[src/rtl/decode_mux_unit_if.sv]
// Purpose: bundles the decoder and read-mux signals of decode_mux_unit.
//   i_dec_sel/i_dec_en   decoder index and enable
//   o_dec_comb/o_dec_q   combinational and registered one-hot enables
//   i_mux_in[0..15]      read-mux data inputs (entry 0 picked by select 0)
//   i_mux_sel            read-mux select
//   o_mux_comb/o_mux_q   combinational and registered selected data
interface decode_mux_unit_if #(
   parameter int unsigned WIDTH = 16
);
   logic [3:0]             i_dec_sel;
   logic                   i_dec_en;
   logic [15:0]            o_dec_comb;
   logic [15:0]            o_dec_q;
   logic [15:0][WIDTH-1:0] i_mux_in;
   logic [3:0]             i_mux_sel;
   logic [WIDTH-1:0]       o_mux_comb;
   logic [WIDTH-1:0]       o_mux_q;

   // Driver side (register-file control / bench)
   modport master (
      output i_dec_sel, i_dec_en, i_mux_in, i_mux_sel,
      input  o_dec_comb, o_dec_q, o_mux_comb, o_mux_q
   );

   // Decode/mux block side
   modport slave (
      input  i_dec_sel, i_dec_en, i_mux_in, i_mux_sel,
      output o_dec_comb, o_dec_q, o_mux_comb, o_mux_q
   );
endinterface

[src/rtl/decode_mux_unit.sv]
// Purpose: register-file support block - 4-to-16 one-hot write decoder and a
//   16-way read mux, each offered combinationally and as a 1-cycle registered copy.
// Ports:
//   i_clk    rising-edge clock
//   i_rst_n  asynchronous active-low reset (clears registered outputs)
//   bus      decode_mux_unit_if.slave carrying selects, data and results
module decode_mux_unit #(
   parameter int unsigned WIDTH = 16
) (
   input  logic               i_clk,
   input  logic               i_rst_n,
   decode_mux_unit_if.slave   bus
);

   localparam int unsigned NUM_REGS = 16;

   logic [NUM_REGS-1:0] w_dec;
   logic [WIDTH-1:0]    w_mux;
   logic [NUM_REGS-1:0] r_dec_q;
   logic [WIDTH-1:0]    r_mux_q;

   // One-hot write decoder; disabled decoder drives no enables
   always_comb begin
      w_dec = '0;
      if (bus.i_dec_en) begin
         w_dec = NUM_REGS'(1) << bus.i_dec_sel;
      end
   end

   // Read mux: every select code maps to an input, so no hold path exists
   always_comb begin
      w_mux = '0;
      case (bus.i_mux_sel)
         4'd0:  w_mux = bus.i_mux_in[0];
         4'd1:  w_mux = bus.i_mux_in[1];
         4'd2:  w_mux = bus.i_mux_in[2];
         4'd3:  w_mux = bus.i_mux_in[3];
         4'd4:  w_mux = bus.i_mux_in[4];
         4'd5:  w_mux = bus.i_mux_in[5];
         4'd6:  w_mux = bus.i_mux_in[6];
         4'd7:  w_mux = bus.i_mux_in[7];
         4'd8:  w_mux = bus.i_mux_in[8];
         4'd9:  w_mux = bus.i_mux_in[9];
         4'd10: w_mux = bus.i_mux_in[10];
         4'd11: w_mux = bus.i_mux_in[11];
         4'd12: w_mux = bus.i_mux_in[12];
         4'd13: w_mux = bus.i_mux_in[13];
         4'd14: w_mux = bus.i_mux_in[14];
         4'd15: w_mux = bus.i_mux_in[15];
         default: w_mux = '0;
      endcase
   end

   // Registered copies, captured every cycle
   always_ff @(posedge i_clk or negedge i_rst_n) begin
      if (!i_rst_n) begin
         r_dec_q <= '0;
         r_mux_q <= '0;
      end else begin
         r_dec_q <= w_dec;
         r_mux_q <= w_mux;
      end
   end

   assign bus.o_dec_comb = w_dec;
   assign bus.o_mux_comb = w_mux;
   assign bus.o_dec_q    = r_dec_q;
   assign bus.o_mux_q    = r_mux_q;

endmodule

[src/flat_wrapper.sv]
// flat-port wrapper written by rule: the top's interface ports become plain ports
module decode_mux_unit_flat 
#(
   parameter int unsigned WIDTH = 16
)
  (i_clk, i_rst_n, bus_i_dec_sel, bus_i_dec_en, bus_i_mux_in, bus_i_mux_sel, bus_o_dec_comb, bus_o_dec_q, bus_o_mux_comb, bus_o_mux_q);
  decode_mux_unit_if #(.WIDTH(WIDTH)) bus_i ();
  input  logic i_clk;
  input  logic i_rst_n;
  input wire logic [$bits(bus_i.i_dec_sel)-1:0] bus_i_dec_sel;
  input wire logic [$bits(bus_i.i_dec_en)-1:0] bus_i_dec_en;
  input wire logic [$bits(bus_i.i_mux_in)-1:0] bus_i_mux_in;
  input wire logic [$bits(bus_i.i_mux_sel)-1:0] bus_i_mux_sel;
  output wire logic [$bits(bus_i.o_dec_comb)-1:0] bus_o_dec_comb;
  output wire logic [$bits(bus_i.o_dec_q)-1:0] bus_o_dec_q;
  output wire logic [$bits(bus_i.o_mux_comb)-1:0] bus_o_mux_comb;
  output wire logic [$bits(bus_i.o_mux_q)-1:0] bus_o_mux_q;
  assign bus_i.i_dec_sel = bus_i_dec_sel;
  assign bus_i.i_dec_en = bus_i_dec_en;
  assign bus_i.i_mux_in = bus_i_mux_in;
  assign bus_i.i_mux_sel = bus_i_mux_sel;
  assign bus_o_dec_comb = bus_i.o_dec_comb;
  assign bus_o_dec_q = bus_i.o_dec_q;
  assign bus_o_mux_comb = bus_i.o_mux_comb;
  assign bus_o_mux_q = bus_i.o_mux_q;
  decode_mux_unit #(.WIDTH(WIDTH)) u_core (.i_clk(i_clk), .i_rst_n(i_rst_n), .bus(bus_i));
endmodule
[config.mk]
export PLATFORM = sky130hd
export DESIGN_NAME = decode_mux_unit_flat
export DESIGN_NICKNAME = d
export VERILOG_FILES = /design/src/rtl/decode_mux_unit_if.sv /design/src/rtl/decode_mux_unit.sv /design/src/flat_wrapper.sv
export SDC_FILE = /design/constraint.sdc
export NUM_CORES = 1
export LEC_CHECK = 0
export ABC_AREA = 1
export CORE_AREA = 10 10 121 123
export CTS_BUF_LIST = sky130_fd_sc_hd__clkbuf_8
export CTS_CLUSTER_DIAMETER = 200
export DETAILED_ROUTE_END_ITERATION = 10
export DIE_AREA = 0 0 131 133
export DONT_BUFFER_PORTS = 1
export SYNTH_ARGS = -nofsm -noshare
export SYNTH_HDL_FRONTEND = slang
export SYNTH_SLANG_ARGS = --single-unit
[constraint.sdc]
create_clock -name i_clk -period 2.54 [get_ports i_clk]
set_input_delay 0.254 -clock i_clk [delete_from_list [all_inputs] [get_ports i_clk]]
set_output_delay 0.254 -clock i_clk [all_outputs]
set_load 0.02 [all_outputs]
; Yosys cells after proc, flatten, opt, wreduce, memory -nomap -nowiden
; Cells that the tools add are included.
[classes]
add_sub_neg = 0
mul = 0
div = 0
n_lt_le_gt_ge = 0
n_eq_ne = 15
shift = 1
muxes = 2
bitwise_logic = 0
n_reduce_logical = 1
[ops]
columns = operator, count
row1 = 16-bit case mux with 16 select lines, 1
row2 = "4-bit equality test, second input constant", 8
row3 = "4-bit by 3-bit equality test with 1-bit output, second input constant", 4
row4 = 16-bit two-way mux, 1
row5 = "1-bit by 4-bit left shift with 16-bit output, first input constant", 1
row6 = "4-bit by 2-bit equality test with 1-bit output, second input constant", 2
row7 = "4-bit by 1-bit equality test with 1-bit output, second input constant", 1
row8 = 4-bit logical NOT, 1
[word_totals]
regBits = 32
latchBits = 0
ramBits = 0
romBits = 0
in_bits = 267
wordCells = 21
n_memories = 0

; Depth between registers and ports, before layout
[logic_depth]
word_depth = 2
ltp_mapped = 10

; Worst setup path before layout
; OpenSTA, ideal clock, no wires.
[synth_path]
path_type = input to output
startpoint = in bus_i_mux_sel[0]
endpoint = out bus_o_mux_comb[0]
t_arrival_ns = 1.340
required_time_ns = 2.286
path_slack_ns = 0.946
path_stages = 6
n_path_buf = 1
cell_sequence = nor2_2 inv_1 nor3_2 clkbuf_1 nand2_1 nand3_1
[synth_between]
elab_chain_len = 2
elab_cells_between_ends = 17
classes_between = 15 x eq/ne / 1 x mux / 1 x reduce/logical
[synth_lines]
columns = item, line_no
row1 = "start, declared", flat_wrapper.sv:13  ; input wire logic [$bits(bus_i.i_mux_sel)-1:0] bus_i_mux_sel;
row2 = 4-bit equality test (tied with other cells), decode_mux_unit.sv:33  ; case (bus.i_mux_sel)
row3 = 16-bit case mux with 16 select lines (*), decode_mux_unit.sv:33
row4 = "end, declared", flat_wrapper.sv:16  ; output wire logic [$bits(bus_i.o_mux_comb)-1:0] bus_o_mux_comb;
; Mark *: on every way between the ends. The rest lies on a longest branch, timed or not.

; Worst setup path in the final report
[layout_path]
startpoint = in bus_i_mux_sel[1]
endpoint = out bus_o_mux_comb[11]
; Same word-level chain as after synthesis.

==> impl_metrics.py <==
metrics = {
    "place": {
        "port-buffer-count": 0,
        "gp_congestion": 0.873,
        "dp_hpwl_um": 15900,
    },
    "final_layout": {
        "finish.utilization": 0.310,
        "fill_cells": 1402,
        "drive_gt1_frac": 0.0687,
        "syn_to_final_growth_pct": 13.2,
        "finish.net_count": 892,
    },
    "global_routing": {
        "grt_util_all_layers": 0.201,
        "antenna_found_initial": 1,
        "grt-ovfl-total": 0,
        "grt_pass1_vias": 4172,
        "grt_pass1_wl_um": 26500,
        "grt_max_degree": 51,
    },
    "floorplan": {
        "rows": 41,
        "die_w_um": 131,
        "core_area_sq_um": 12400,
        "io_pins": 331,
        "dieArea_sq_um": 17400,
        "start_util": 0.274,
        "die_y_um": 133,
    },
    "critical_path": {
        "path_max_fanout": 21,
        "cpMaxStageDelayCell": "nor2_4",
        "critPathTopFamily": "simple AND/OR/NAND/NOR gates",
        "worstPathCellList": "inv_1 > nor2_4 > buf_12 > nand3_1 > nand2_1 > nor2_1 > nand2_1 > inv_1 > nand3_1",
        "slowest_delay_ns": 0.47,
        "worstPathRequired_ns": 2.29,
        "end_kind": "output pin",
        "path_buf_inv": 3,
        "startpoint_type": "input pin",
        "critPathKind": "input pin to output pin",
        "arrival_ns": 1.65,
    },
    "logic_synthesis": {
        "synth_compound_area_frac": 0,
        "synth_cell_type_count": 12,
        "synth_top_family_by_area": "simple AND/OR/NAND/NOR gates",
        "syn_area_per_cell_sq_um": 5.34,
        "synthAdderAreaFrac": 0,
        "yosysTopAreaCellShare": 0.319,
        "syn_area_sq_um": 3390,
        "synth_mux_area_frac": 0,
        "ys_ff_latch": 32,
        "yosys.area_share.xor_xnor": 0,
        "synth_largest_area_cell": "nand3_1",
        "synthTopCellsByArea": "nand3_1 32%, dfrtp_1 24%, nand2_1 24%",
        "synth_cells": 635,
        "synth-simple-area-share": 0.647,
        "ys_seq_area_frac": 0.236,
        "synth-warning-count": 0,
        "syn_nets": 902,
    },
    "job": {
        "cap_violations": 0,
    },
    "pwr": {
        "p_clk_frac": 0.320,
        "p_int_w": 0.000959,
        "leakage_nw": 2.04,
        "comb_power_share": 0.275,
        "p_seq_frac": 0.405,
        "switchingPower_w": 0.000611,
        "power.density_nw_per_um2": 409,
        "ir_worst_vdd_mv": 0.199,
        "switching_share": 0.389,
    },
    "cts": {
        "clk_pin_slew_worst_paths_ns": 0.08,
        "cts_root_buffer": "clkbuf_8",
        "cts_tree": "done",
        "cts_buffers": 5,
        "cts_resized": 0,
        "clockBufferDepth": 2,
        "h-tree-depth": 2,
        "clkSinkCount": 32,
        "cts_setup_buffers": 0,
    },
    "worst_hold_path": {
        "min_path_type": "input pin to flip-flop",
    },
    "drt": {
        "final_antenna_net_count": 0,
        "drt_first_pass_iters": 5,
        "wl_met2_um": 9320,
        "routed_wl_um": 18700,
        "drc": 0,
        "top_layer_used": "met4",
        "post_drt_wl_per_cell_um": 23.3,
        "dr.first_iter.drc_count": 317,
        "wl_met3_um": 2280,
        "drt-met1-wl_um": 6770,
        "via_per_inst": 5.23,
        "vias": 4181,
    },
    "outcome": {
        "outcome": "completed",
    },
    "sta": {
        "maxClockFrequency_mhz": 526,
        "grt_setup_unrepaired": "false",
        "drv_slew": 0,
        "period_minus_slack_ns": 1.90,
        "fin_tns_setup_ns": 0,
        "slew_headroom": 0.578,
        "finalHoldViolations": 0,
        "setup_viol": 0,
        "timing.final.crit_share": 0.749,
        "tightest_slew_ns": 0.633,
    },
}
[power by group through the flow]
stage / clock network [W] / registers, W / logic [W]
2_1_floorplan: 0 / 0.000634 / 0.000295
3_3_place_gp: 0 / 0.000646 / 0.000415
3_5_place_dp: 0 / 0.000646 / 0.000418
4_1_cts: 0.000513 / 0.000637 / 0.000435
5_1_grt: 0.000536 / 0.000637 / 0.000478
6_report: 0.000502 / 0.000635 / 0.000432
[cells in the mapped netlist]
| cell | instances |
|---|---|
| buf_2 | 23 |
| clkbuf_1 | 16 |
| clkinv_1 | 1 |
| dfrtp_1 | 32 |
| inv_1 | 56 |
| inv_2 | 2 |
| nand2_1 | 213 |
| nand2_2 | 1 |
| nand3_1 | 216 |
| nor2_1 | 67 |
| nor2_2 | 7 |
| nor3_2 | 1 |
[metrics by stage]
stage,hold WS [ns],total power [W],worst slack (ns),cells,cell area [sq um]
global route,0.243,0.00165,0.517,799,3840
floorplan,-0.0416,0.000929,0.946,635,3390
global placement,-0.0405,0.00106,0.641,788,3690
detailed placement,-0.0404,0.00106,0.613,788,3690
finish,0.230,0.00157,0.637,799,3840
CTS,0.220,0.00158,0.614,798,3830
[kinds of logic (layout without fill, tap and decap cells)]
group / count (synthesis) / after routing
flops: 32 / 32
other cells: 0 / 1
buf+inv: 98 / 89
simple gates: 505 / 505
[timing repair]
action | CTS | global route
endpoints found under the setup margin | 0 | 0
hold buffers | 2 | 0
endpoints found under the hold margin | 32 | 0
[sequential cells by signal (all words and copies together), names as in the netlist]
signal,cells
u_core.bus.o_dec_q,16
u_core.bus.o_mux_q,16
[placed cells by master, fill, tap and decap left out, drive strengths merged]
cell and instances:
buf 21, bufinv 1, clkbuf 5, clkinv 2
clkinvlp 1, dfrtp 32, diode 1, dlygate4sd3 1
inv 58, nand2 214, nand3 216, nor2 74
nor3 1
[worst paths after layout]
check	from	endpoint	depth (start not counted)
max in group asynchronous	i_rst_n	u_core.bus.o_mux_q[11]	2
worst max-delay path	bus_i_mux_sel[1]	bus_o_mux_comb[11]	9
worst min-delay path	bus_i_dec_sel[2]	u_core.bus.o_dec_q[6]	2
min in group asynchronous	i_rst_n	u_core.bus.o_dec_q[0]	2
[area by class of cell]
type	count	area, sq um	share of cell area
tap	172	215	0.0561
antenna	1	2.50	0.000652
sequential	32	801	0.209
inverter	59	221	0.0577
multi-input combinational	505	2230	0.581
clock buffer	5	68.8	0.0179
timing repair buffer	22	255	0.0665
clock inverter	3	42.5	0.0111
[per-layer routing]
layer,GRT usage,vias to the layer above
met5,0,-
li1,-,2008
met1,0.232,1871
met2,0.344,282
met3,0.0691,20
met4,0.0488,0
(Power assumes the default switching activity.)
